$ cat src/rtl/nand_sched_pkg.sv
// Shared definitions for the round-robin NAND scheduler.
//   state_t     : scheduler FSM encoding
//   OP_COUNT_W  : width of the completed-operation counter
//   id_width()  : bits needed to name one of n requesters
package nand_sched_pkg;

   typedef enum logic [1:0] {
      IDLE = 2'd0,
      EXEC = 2'd1,
      HOLD = 2'd2
   } state_t;

   localparam int OP_COUNT_W = 16;

   // The result is never narrower than one bit, even for a single requester.
   function automatic int id_width(input int n);
      return (n <= 1) ? 1 : $clog2(n);
   endfunction

endpackage

$ cat src/rtl/nand2_cell.sv
// Two-input NAND gate cell of the shared gate bank.
//   a, b : inputs
//   y    : ~(a & b)
module nand2_cell (
   input  logic a,
   input  logic b,
   output logic y
);

   assign y = ~(a & b);

endmodule

$ cat src/rtl/rr_arbiter.sv
// Combinational round-robin arbiter.
//   req    : per-requester request
//   rr_ptr : index searched first; the search wraps in ascending order
//   grant  : one-hot grant of the selected requester (0 when none)
//   index  : binary index of the selected requester
//   any    : at least one request is active
module rr_arbiter
   import nand_sched_pkg::*;
#(
   parameter int NREQ = 4
) (
   input  logic [NREQ-1:0]           req,
   input  logic [id_width(NREQ)-1:0] rr_ptr,
   output logic [NREQ-1:0]           grant,
   output logic [id_width(NREQ)-1:0] index,
   output logic                      any
);

   localparam int IW = id_width(NREQ);

   always_comb begin
      int idx;
      // NOTE: every output gets a default before the loop, so no path leaves
      // a value unassigned and no latch is inferred.
      grant = '0;
      index = '0;
      any   = 1'b0;
      idx   = 0;
      for (int k = 0; k < NREQ; k++) begin
         idx = int'(rr_ptr) + k;
         if (idx >= NREQ) idx = idx - NREQ;
         if (!any && req[idx]) begin
            any        = 1'b1;
            grant[idx] = 1'b1;
            index      = IW'(idx);
         end
      end
   end

endmodule

$ cat src/rtl/nand_rr_scheduler.sv
// Round-robin scheduler sharing one WIDTH-bit NAND datapath among NREQ
// requesters. One requester is granted at a time; its operands are captured,
// NANDed, and the result is returned with the requester ID over valid/ready.
//   clk, rst   : clock, asynchronous active-high reset
//   req        : per-requester request (level, held until granted)
//   a_in, b_in : operand pairs, requester i at [i*WIDTH +: WIDTH]
//   gnt        : one-hot grant pulse; operands are sampled in that cycle
//   res_valid  : result available; res_ready : consumer accepts it
//   res_id     : owner of res_data; res_data : ~(A & B)
//   busy       : operation in flight (EXEC or HOLD)
//   op_count   : accepted operations, wraps
module nand_rr_scheduler
   import nand_sched_pkg::*;
#(
   parameter int NREQ  = 4,
   parameter int WIDTH = 8
) (
   input  logic                      clk,
   input  logic                      rst,
   input  logic [NREQ-1:0]           req,
   input  logic [NREQ*WIDTH-1:0]     a_in,
   input  logic [NREQ*WIDTH-1:0]     b_in,
   output logic [NREQ-1:0]           gnt,
   output logic                      res_valid,
   input  logic                      res_ready,
   output logic [id_width(NREQ)-1:0] res_id,
   output logic [WIDTH-1:0]          res_data,
   output logic                      busy,
   output logic [OP_COUNT_W-1:0]     op_count
);

   localparam int IW = id_width(NREQ);

   state_t           state;
   logic [IW-1:0]    rr_ptr;
   logic [WIDTH-1:0] op_a;
   logic [WIDTH-1:0] op_b;
   logic [WIDTH-1:0] nand_y;

   logic [NREQ-1:0]  arb_gnt;
   logic [IW-1:0]    arb_idx;
   logic             arb_any;
   logic [IW-1:0]    ptr_next;

   rr_arbiter #(.NREQ(NREQ)) u_arb (
      .req    (req),
      .rr_ptr (rr_ptr),
      .grant  (arb_gnt),
      .index  (arb_idx),
      .any    (arb_any)
   );

   for (genvar i = 0; i < WIDTH; i++) begin : g_nand
      nand2_cell u_nand (
         .a (op_a[i]),
         .b (op_b[i]),
         .y (nand_y[i])
      );
   end

   // Grants exist only in IDLE; rst also masks them so a held reset never
   // shows a grant even though the arbiter sees live requests.
   assign gnt      = (state == IDLE && !rst) ? arb_gnt : '0;
   assign busy     = (state != IDLE);
   assign ptr_next = (arb_idx == IW'(NREQ - 1)) ? '0 : arb_idx + IW'(1);

   // NOTE: sequential state uses non-blocking assignments so every register
   // samples pre-edge values and simulation matches the synthesized flops.
   always_ff @(posedge clk or posedge rst) begin
      if (rst) begin
         state     <= IDLE;
         rr_ptr    <= '0;
         op_a      <= '0;
         op_b      <= '0;
         res_valid <= 1'b0;
         res_id    <= '0;
         res_data  <= '0;
         op_count  <= '0;
      end else begin
         case (state)
            IDLE: begin
               if (arb_any) begin
                  op_a   <= a_in[arb_idx*WIDTH +: WIDTH];
                  op_b   <= b_in[arb_idx*WIDTH +: WIDTH];
                  res_id <= arb_idx;
                  rr_ptr <= ptr_next;
                  state  <= EXEC;
               end
            end
            EXEC: begin
               res_data  <= nand_y;
               res_valid <= 1'b1;
               state     <= HOLD;
            end
            HOLD: begin
               if (res_ready) begin
                  res_valid <= 1'b0;
                  op_count  <= op_count + OP_COUNT_W'(1);
                  state     <= IDLE;
               end
            end
            default: state <= IDLE;
         endcase
      end
   end

endmodule

$ cat config.mk
export PLATFORM = sky130hd
export DESIGN_NAME = nand_rr_scheduler
export DESIGN_NICKNAME = d
export VERILOG_FILES = /design/src/rtl/nand_sched_pkg.sv /design/src/rtl/nand2_cell.sv /design/src/rtl/rr_arbiter.sv /design/src/rtl/nand_rr_scheduler.sv
export SDC_FILE = /design/constraint.sdc
export NUM_CORES = 1
export LEC_CHECK = 0
export BUFFER_PORTS_ARGS = -buffer_cell sky130_fd_sc_hd__buf_4
export CAP_MARGIN = 30
export CORE_MARGIN = 2
export CORE_UTILIZATION = 52
export CTS_CLUSTER_DIAMETER = 40
export DETAILED_ROUTE_END_ITERATION = 8
export PLACE_DENSITY = 0.81
export SYNTH_ARGS = -nofsm -noshare
export SYNTH_HDL_FRONTEND = slang
export SYNTH_SLANG_ARGS = --single-unit
$ cat constraint.sdc
create_clock -name clk -period 3.7 [get_ports clk]
set_input_delay 0.185 -clock clk [delete_from_list [all_inputs] [get_ports clk]]
set_output_delay 0.185 -clock clk [all_outputs]
set_load 0.05 [all_outputs]
-- Word level (Yosys, flattened, before mapping)
Index checks and enable logic that the tools add are counted.
- add/subtract/negate cells: 9
- magnitude comparators: 12
- equal/unequal tests: 5
- shift operators: 2
- multiplexer cells: 43
- bitwise logic cells: 19
- reductions and logical operators: 19
- operator list (cell ; count):
    $ge A32 B1 Y1 const B ; 4
    $lt A32 B4 Y1 const B ; 4
    $mux W32 ; 4
    $ge A32 B4 Y1 const B ; 3
    $sub A32 B4 Y32 const B ; 3
    $shiftx A32 B6 Y8 ; 2
    $mux W4 ; 5
    $mux W1 ; 17
    $add A16 B1 Y16 const B ; 1
    $mux W2 ; 7
    $or A4 B4 Y4 ; 3
    $and A1 B1 Y1 ; 8
    $bmux W1 S2 ; 4
    $demux W1 S2 ; 4
    $logic_and A1 B1 Y1 ; 8
    $not A1 Y1 ; 8
    $reduce_and A2 Y1 ; 4
    $add A2 B2 Y3 const B ; 2
    $pmux W2 S3 ; 1
    $eq A2 B2 Y1 const B ; 2
    $logic_not A1 Y1 ; 4
    $ne A2 B2 Y1 const B ; 2
    $reduce_bool A2 Y1 ; 2
    $sub A2 B3 Y4 const B ; 1
    other kinds (6) ; 6
- bits in registers: 47
- input bits: 71
- output and inout port bits: 32
- logic and storage cells: 117

-- Longest topological paths before layout
Gate-level depths: netlist (run 1).
- depth in word-level cells: 17
- depth in mapped cells: 14
- gate-level depth less buffers: 8

-- Cells and area by module
From an unflattened synthesis (run 1), not the netlist that was laid out.
- cell total of the unflattened synthesis: 218
- area total of the unflattened synthesis: 2854.0 um^2
- by module, submodules not included (module ; instances ; cells an instance ; area each (um^2)):
    nand_rr_scheduler ; 1 ; 162 ; 2363.5
    rr_arbiter ; 1 ; 48 ; 460.4
    nand2_cell ; 8 ; 1 ; 3.8

-- Least setup slack after synthesis (run 1)
Ideal clock, no wire load.
- kind: reg-to-output
- start point: register rr_ptr[0]
- end point: output gnt[0]
- data arrival time: 3308 ps
- path slack: 207 ps
- cell stages (with the launch flop): 15
- buffers on the path: 6
- cells stage by stage: dfrtp_1 buf_6 inv_1 clkbuf_1 clkbuf_1 ha_1 buf_2 mux4_2 nor2b_4 buf_6 buf_6 a22oi_1 nor2_1 a221oi_1 nor2_1
- longest elaborated chain between the ends: 16
- ends and longest elaborated chain (what ; RTL line ; text):
    start, declared ; nand_rr_scheduler.sv:35 ; logic [IW-1:0] rr_ptr;
    start signal, assigned ; nand_rr_scheduler.sv:86 ; rr_ptr <= ptr_next;
    branches (longest 14 deep; another with $sub A32 B4 Y32) ; -- ;
    $mux W4 (*) ; rr_arbiter.sv:32 ; if (!any && req[idx]) begin
    $mux W4 (*) ; nand_rr_scheduler.sv:63 ; assign gnt = (state == IDLE && !rst) ? arb_gnt : '0;
    end, declared ; nand_rr_scheduler.sv:23 ; output logic [NREQ-1:0] gnt,
Every way passes the cells marked *. The select of a mux whose other input is x is not followed.

-- Final worst setup path (run 1)
- start point: register rr_ptr[1]
- end point: register op_b[5]
- longest elaborated chain between the ends: 16
- ends and longest elaborated chain (what ; RTL line ; text):
    branches (longest 16 deep; another with $sub A32 B4 Y32) ; -- ;
    end signal, assigned ; nand_rr_scheduler.sv:84 ; op_b <= b_in[arb_idx*WIDTH +: WIDTH];
    end, declared ; nand_rr_scheduler.sv:37 ; logic [WIDTH-1:0] op_b;
Several ways; the timed one is not identified. The select of a mux whose other input is x is not followed.
A chain may end at the register's enable or synchronous reset.

==> impl_metrics.py, run 1 <==
metrics = {
    "status": {
        "status": "finished clean",
    },
    "setup_path": {
        "path_class": "flop to flop",
        "cp.arrival_ns": 3.53,
        "cp_max_fo": 15,
        "start_kind": "flop",
        "reg2regPathDepth": 8,
        "r2r_start": "rr_ptr[1]",
        "setup.worst_path.end_class": "flop",
        "critPathRequiredTime_ns": 3.84,
        "r2r_setup_slack_ns": 0.31,
        "rr_endpoint": "op_b[5]",
        "startpoint": "rr_ptr[1]",
    },
    "layout": {
        "finalNetCount": 522,
        "most-common-layout-cells": "107 x buf_4, 47 x dfrtp_1, 43 x nor2_1, 30 x nand2_1, 25 x mux2i_1",
        "utilization_pct": 67.2,
        "fill_cells": 538,
        "final_common_cell": "buf_4",
        "register_area_sq_mm": 0.00118,
        "drive_gt1_share_pct": 32.5,
        "n_antenna_cell": 0,
        "multi_input_area_sq_mm": 0.00202,
        "syn2layout_area_growth_pct": 25.4,
    },
    "global_routing": {
        "grt_max_degree": 48,
        "first_global_vias": 3005,
        "grt_overflow": 0,
        "antenna_found_initial": 0,
        "groute.usage.overall_pct": 24.7,
        "grt_pass1_wl_microns": 14500,
    },
    "synthesis": {
        "synth_flop_cell": "dfrtp_1",
        "syn-cell-area_sq_mm": 0.00338,
        "yosysUniqueCellTypes": 55,
        "synth-seq-area-share_pct": 34.8,
        "syn_inst": 356,
        "synth_edf_count": 0,
        "synth_area_per_cell_sq_um": 9.50,
        "synth_fp_nets": 433,
        "synth_seq_cells": 47,
        "ys_warn_count": 0,
        "async_flop_share_pct": 100,
    },
    "detailed_routing": {
        "drc": 0,
        "ant_nets": 0,
        "avgRoutedWirePerCell_microns": 16.8,
        "firstDrtPassIters": 4,
        "viasPerCell": 5.99,
        "initialDrtViolationCount": 153,
        "via_count": 3135,
        "wl_microns": 8760,
    },
    "die": {
        "start_util_pct": 53.5,
        "die_height_microns": 84.6,
        "rows": 29,
        "die_x_microns": 84.6,
        "core_sq_mm": 0.00631,
        "pin_count": 103,
        "die-area_sq_mm": 0.00716,
    },
    "clock_network": {
        "clk_latency_ns": 0.30,
        "root_buffer": "clkbuf_8",
        "cts_tree": "yes",
        "clk_path_buf_depth": 2,
        "cts_max_level": 2,
        "numCtsBuffers": 5,
        "clk_pin_slew_ns": 0.09,
        "cts.sinks": 47,
    },
    "pwr": {
        "leakage_nw": 1.92,
        "ir_worst_vdd_mv": 0.579,
        "power.density_mw_per_mm2": 867,
    },
    "placed_design": {
        "dpl.hpwl_microns": 6440,
        "place_congestion": 0.846,
        "portBuffers": 102,
    },
    "worst_hold_path": {
        "hp-class": "input pin to flop",
        "holdPathEnd": "op_b[2]",
        "whs_path_depth": 3,
        "hp-start": "b_in[2]",
    },
    "timing": {
        "worst_pin_slew_ns": 0.944,
        "hold_viol_final": 0,
        "period_needed_ns": 3.39,
        "finalSetupTns_ns": 0,
        "setup_viol": 0,
        "final.setup_skew_ns": 0.00401,
        "max_slew_margin_pct": 36.8,
        "max_freq_ghz": 0.295,
        "rsz0062_at_grt": "no",
        "drv_slew": 0,
        "period_share_pct": 91.6,
    },
    "flow_run": {
        "max_cap_viol_count": 0,
    },
}
stage by stage:
step / hold WS [ns] / cells / cell area [sq um] / setup WS (ns) / power [mW]
floorplan: 0.385 / 356 / 3380 / 0.207 / 2.85
global placement: 0.435 / 512 / 4100 / 0.507 / 3.28
detailed placement: 0.443 / 513 / 4110 / 0.436 / 3.33
CTS: 0.154 / 521 / 4210 / 0.421 / 3.68
global route: 0.243 / 523 / 4240 / 0.139 / 3.94
finish: 0.214 / 523 / 4240 / 0.312 / 3.68
area by class of cell:
cell class / instances / share of cell area (%)
multi-input combinational: 278 / 47.5
sequential: 47 / 27.7
timing repair buffer: 109 / 19.7
clock buffer: 7 / 2.27
tap: 77 / 2.27
inverter: 4 / 0.354
clock inverter: 1 / 0.177
kinds of logic (layout without fill, tap and decap cells):
logic type	Yosys count	count (layout)	share of synthesized area, %
adder cells (fa/ha/maj)	6	6	2.22
AO/OA/AOI/OAI	90	90	21.5
AND/OR/NAND/NOR	129	129	19.0
buffers and inverters	31	121	5.59
XOR/XNOR	15	15	3.89
flip-flops	47	47	34.8
multiplexers	38	38	13.0
worst max path at each step:
stage,end,slack [ns]
after detailed placement,op_a[0],0.44
after global placement,op_b[5],0.51
after floorplan,gnt[0],0.21
final,op_b[5],0.31
after global routing,op_a[0],0.14
after CTS,op_a[0],0.42
report_power, final:
part	leakage (nW)	switching, mW	internal, mW	total, mW
sequential	0.561	0.149	0.713	0.863
combinational	1.31	1.52	0.954	2.47
clock	0.0505	0.170	0.170	0.340
registers in the layout, summed over array words and instances (netlist names):
name	flops
res_data	8
op_count	16
rr_ptr	2
res_valid	1
res_id	2
op_b	8
op_a	8
state	2
cells in the mapped netlist (all sizes together), types with 9 or more instances:
master | count | area share [%]
nor2 | 44 | 5.4
xnor2 | 11 | 2.8
nand2 | 30 | 3.3
a2111oi | 14 | 4.4
clkbuf | 13 | 1.4
and3 | 17 | 3.1
dfrtp | 47 | 35
mux2i | 25 | 7.4
nand3 | 11 | 1.6
nor2b | 10 | 2.1
a211oi | 16 | 4.0
mux2 | 10 | 3.6
a21oi | 9 | 1.3
buf | 14 | 3.7
metal layers:
| layer | vias up | global-route usage (%) | part of all wire (%) |
|---|---|---|---|
| met2 | 115 | 40.7 | 47 |
| met1 | 1494 | 34.0 | 45 |
| li1 | 1517 | - | - |
| met4 | 0 | 5.63 | 1.4 |
| met3 | 9 | 4.52 | 7.0 |
| met5 | - | 0 | 0 |
critical path, stage by stage, from the launching register on:
cell and delay [ns]:
dfrtp_1 0.55, inv_1 0.14, ha_1 0.46, mux4_2 0.47
nor2b_4 0.48, mux2i_1 0.25, o2bb2ai_1 0.08, a2111oi_0 0.70
a211oi_1 0.09
timing repair:
| action | 4_1_cts | 5_1_grt |
|---|---|---|
| hold buffers | 0 | 1 |
| buffers inserted | 0 | 0 |
| endpoints found under the hold margin | 0 | 47 |
| resized for setup | 0 | 0 |
Power figures use the tool's default switching activity.
==> inputs of run 2 (changes only) <==
- CORE_UTILIZATION: 52 -> 47
- PLACE_DENSITY: 0.81 -> 0.77
- clock period: 3.7 -> 2.8 ns (I/O delays scaled with it)
==> run 2 against run 1 <==
  * Sequential power is 31% higher
  * Combinational power is 44% higher
  * Die area is 10% higher
  * Clock skew is 0.0013 ns lower
  * Non-clock buffer count is 9 higher
  * Routed wire length is 1.4% higher
  * Core utilization is 2.9 points lower
  * Global-route usage is 2.1 points lower
  * Power is 40% higher
  * Clock power is 30% higher
  * Highest routed layer unchanged
  * Via count is 0.70% higher
  * Register-to-register slack worse by 0.19 ns
==> impl_metrics.py, run 2 (synthesized netlist as in run 1, its figures left out) <==
metrics = {
    "placed_design": {
        "post-place-ws_ns": 0.0115,
        "dpl.hpwl_microns": 6660,
        "placed_area_sq_mm": 0.00428,
        "dpl.cell_count": 541,
        "place_congestion": 0.836,
        "portBuffers": 102,
    },
    "layout": {
        "n_antenna_cell": 0,
        "utilization_pct": 64.2,
        "syn2layout_area_growth_pct": 30.5,
        "fin_cells": 551,
        "final_area_sq_mm": 0.00441,
        "drive_gt1_share_pct": 35.8,
        "largest_register_ffs": 16,
        "finalNetCount": 531,
        "most-common-layout-cells": "115 x buf_4, 47 x dfrtp_1, 38 x nor2_1, 29 x nand2_1, 25 x mux2i_1",
        "final_common_cell": "buf_4",
        "max_flop_register": "op_count",
    },
    "timing": {
        "drv_slew": 0,
        "setup_ws_ns": 0.0978,
        "max_freq_ghz": 0.370,
        "finalSetupTns_ns": 0,
        "final.setup_skew_ns": 0.00272,
        "worst_pin_slew_ns": 0.604,
        "setup_viol": 0,
        "max_slew_margin_pct": 59.6,
        "period_needed_ns": 2.70,
        "period_share_pct": 96.5,
        "rsz0062_at_grt": "yes",
        "hold_viol_final": 0,
    },
    "detailed_routing": {
        "firstDrtPassIters": 5,
        "drc": 0,
        "initialDrtViolationCount": 169,
        "avgRoutedWirePerCell_microns": 16.1,
        "via_count": 3157,
        "wl_microns": 8880,
        "ant_nets": 0,
        "viasPerCell": 5.73,
    },
    "clock_network": {
        "root_buffer": "clkbuf_8",
        "numCtsBuffers": 5,
        "clk_pin_slew_ns": 0.09,
        "cts_max_level": 2,
        "clk_latency_ns": 0.30,
        "clk_path_buf_depth": 2,
        "cts.sinks": 47,
        "cts_tree": "yes",
    },
    "setup_path": {
        "setup.worst_path.end_class": "output port",
        "r2r_start": "rr_ptr[0]",
        "rr_endpoint": "op_b[7]",
        "cp_max_fo": 9,
        "start_kind": "flop",
        "cp.arrival_ns": 2.56,
        "critPathRequiredTime_ns": 2.66,
        "reg2regPathDepth": 6,
        "path_class": "flop to output port",
        "r2r_setup_slack_ns": 0.12,
    },
    "global_routing": {
        "first_global_vias": 2867,
        "grt_overflow": 0,
        "groute.usage.overall_pct": 22.6,
        "antenna_found_initial": 0,
        "grt_pass1_wl_microns": 13900,
        "grt_max_degree": 41,
    },
    "worst_hold_path": {
        "hp-start": "b_in[2]",
        "holdPathEnd": "op_b[2]",
        "whs_path_depth": 3,
        "hp-class": "input pin to flop",
    },
    "die": {
        "die_x_microns": 88.8,
        "die_height_microns": 88.8,
        "start_util_pct": 49.2,
        "rows": 30,
        "core_sq_mm": 0.00687,
        "die-area_sq_mm": 0.00789,
        "pin_count": 103,
    },
    "status": {
        "status": "finished clean",
    },
    "pwr": {
        "ir_worst_vdd_mv": 0.520,
        "power.density_mw_per_mm2": 1160,
        "leakage_nw": 1.97,
    },
    "flow_run": {
        "max_cap_viol_count": 0,
    },
}
-- run 2: through the flow --
step	hold WS, ns	power [mW]
3_3_place_gp	0.437	4.57
3_5_place_dp	0.248	4.64
2_1_floorplan	0.340	3.92
4_1_cts	0.147	5.10
5_1_grt	0.183	5.48
6_report	0.152	5.14
-- run 2: power by group --
part | leakage [nW] | internal [mW] | switching [mW]
clock network | 0.0474 | 0.202 | 0.240
registers | 0.561 | 0.942 | 0.190
logic | 1.36 | 1.44 | 2.12
total | 1.97 | 2.59 | 2.55
-- run 2: how the worst max path moves through the flow --
stage	slack (ns)	from	to
3_3_place_gp	0.04	rr_ptr[0]	op_a[0]
6_report	0.1	rr_ptr[1]	gnt[3]
3_5_place_dp	0.01	rr_ptr[0]	op_a[0]
4_1_cts	0.05	rr_ptr[0]	op_b[7]
2_1_floorplan	-0.005	rr_ptr[0]	op_a[0]
5_1_grt	-0.04	rr_ptr[1]	gnt[3]
-- run 2: repair_timing --
action / in CTS / in global routing
hold endpoints to repair: 25 / 0
setup buffers: 0 / 1
setup endpoints to repair: 1 / 12
gates resized for setup: 1 / 6
hold buffers: 1 / 0
-- run 2: worst max-delay path: stages (launching register included) --
cell and delay, ns:
dfrtp_1 0.38, inv_1 0.14, ha_4 0.25, mux4_2 0.38, nor2b_4 0.09, buf_4 0.18
a22oi_1 0.17, nor2_1 0.06, a221oi_1 0.38, nor2_4 0.03, buf_4 0.20
-- run 2: layout make-up --
cell class,instances,area (sq um)
clock buffers,6,82.6
clock inverters,2,16.3
fillers,594,2460
inverters,4,17.5
multi-input cells,278,2080
flip-flops and latches,47,1180
well taps,96,120
repair buffers,118,921
-- run 2: per-layer routing --
| metal | vias to the layer above | global-route usage (%) | share of wire [%] |
|---|---|---|---|
| met5 | - | 0 | 0 |
| met4 | 0 | 5.37 | 1.4 |
| met3 | 12 | 3.36 | 5.9 |
| met2 | 105 | 36.4 | 47 |
| met1 | 1512 | 32.2 | 46 |
| li1 | 1528 | - | - |
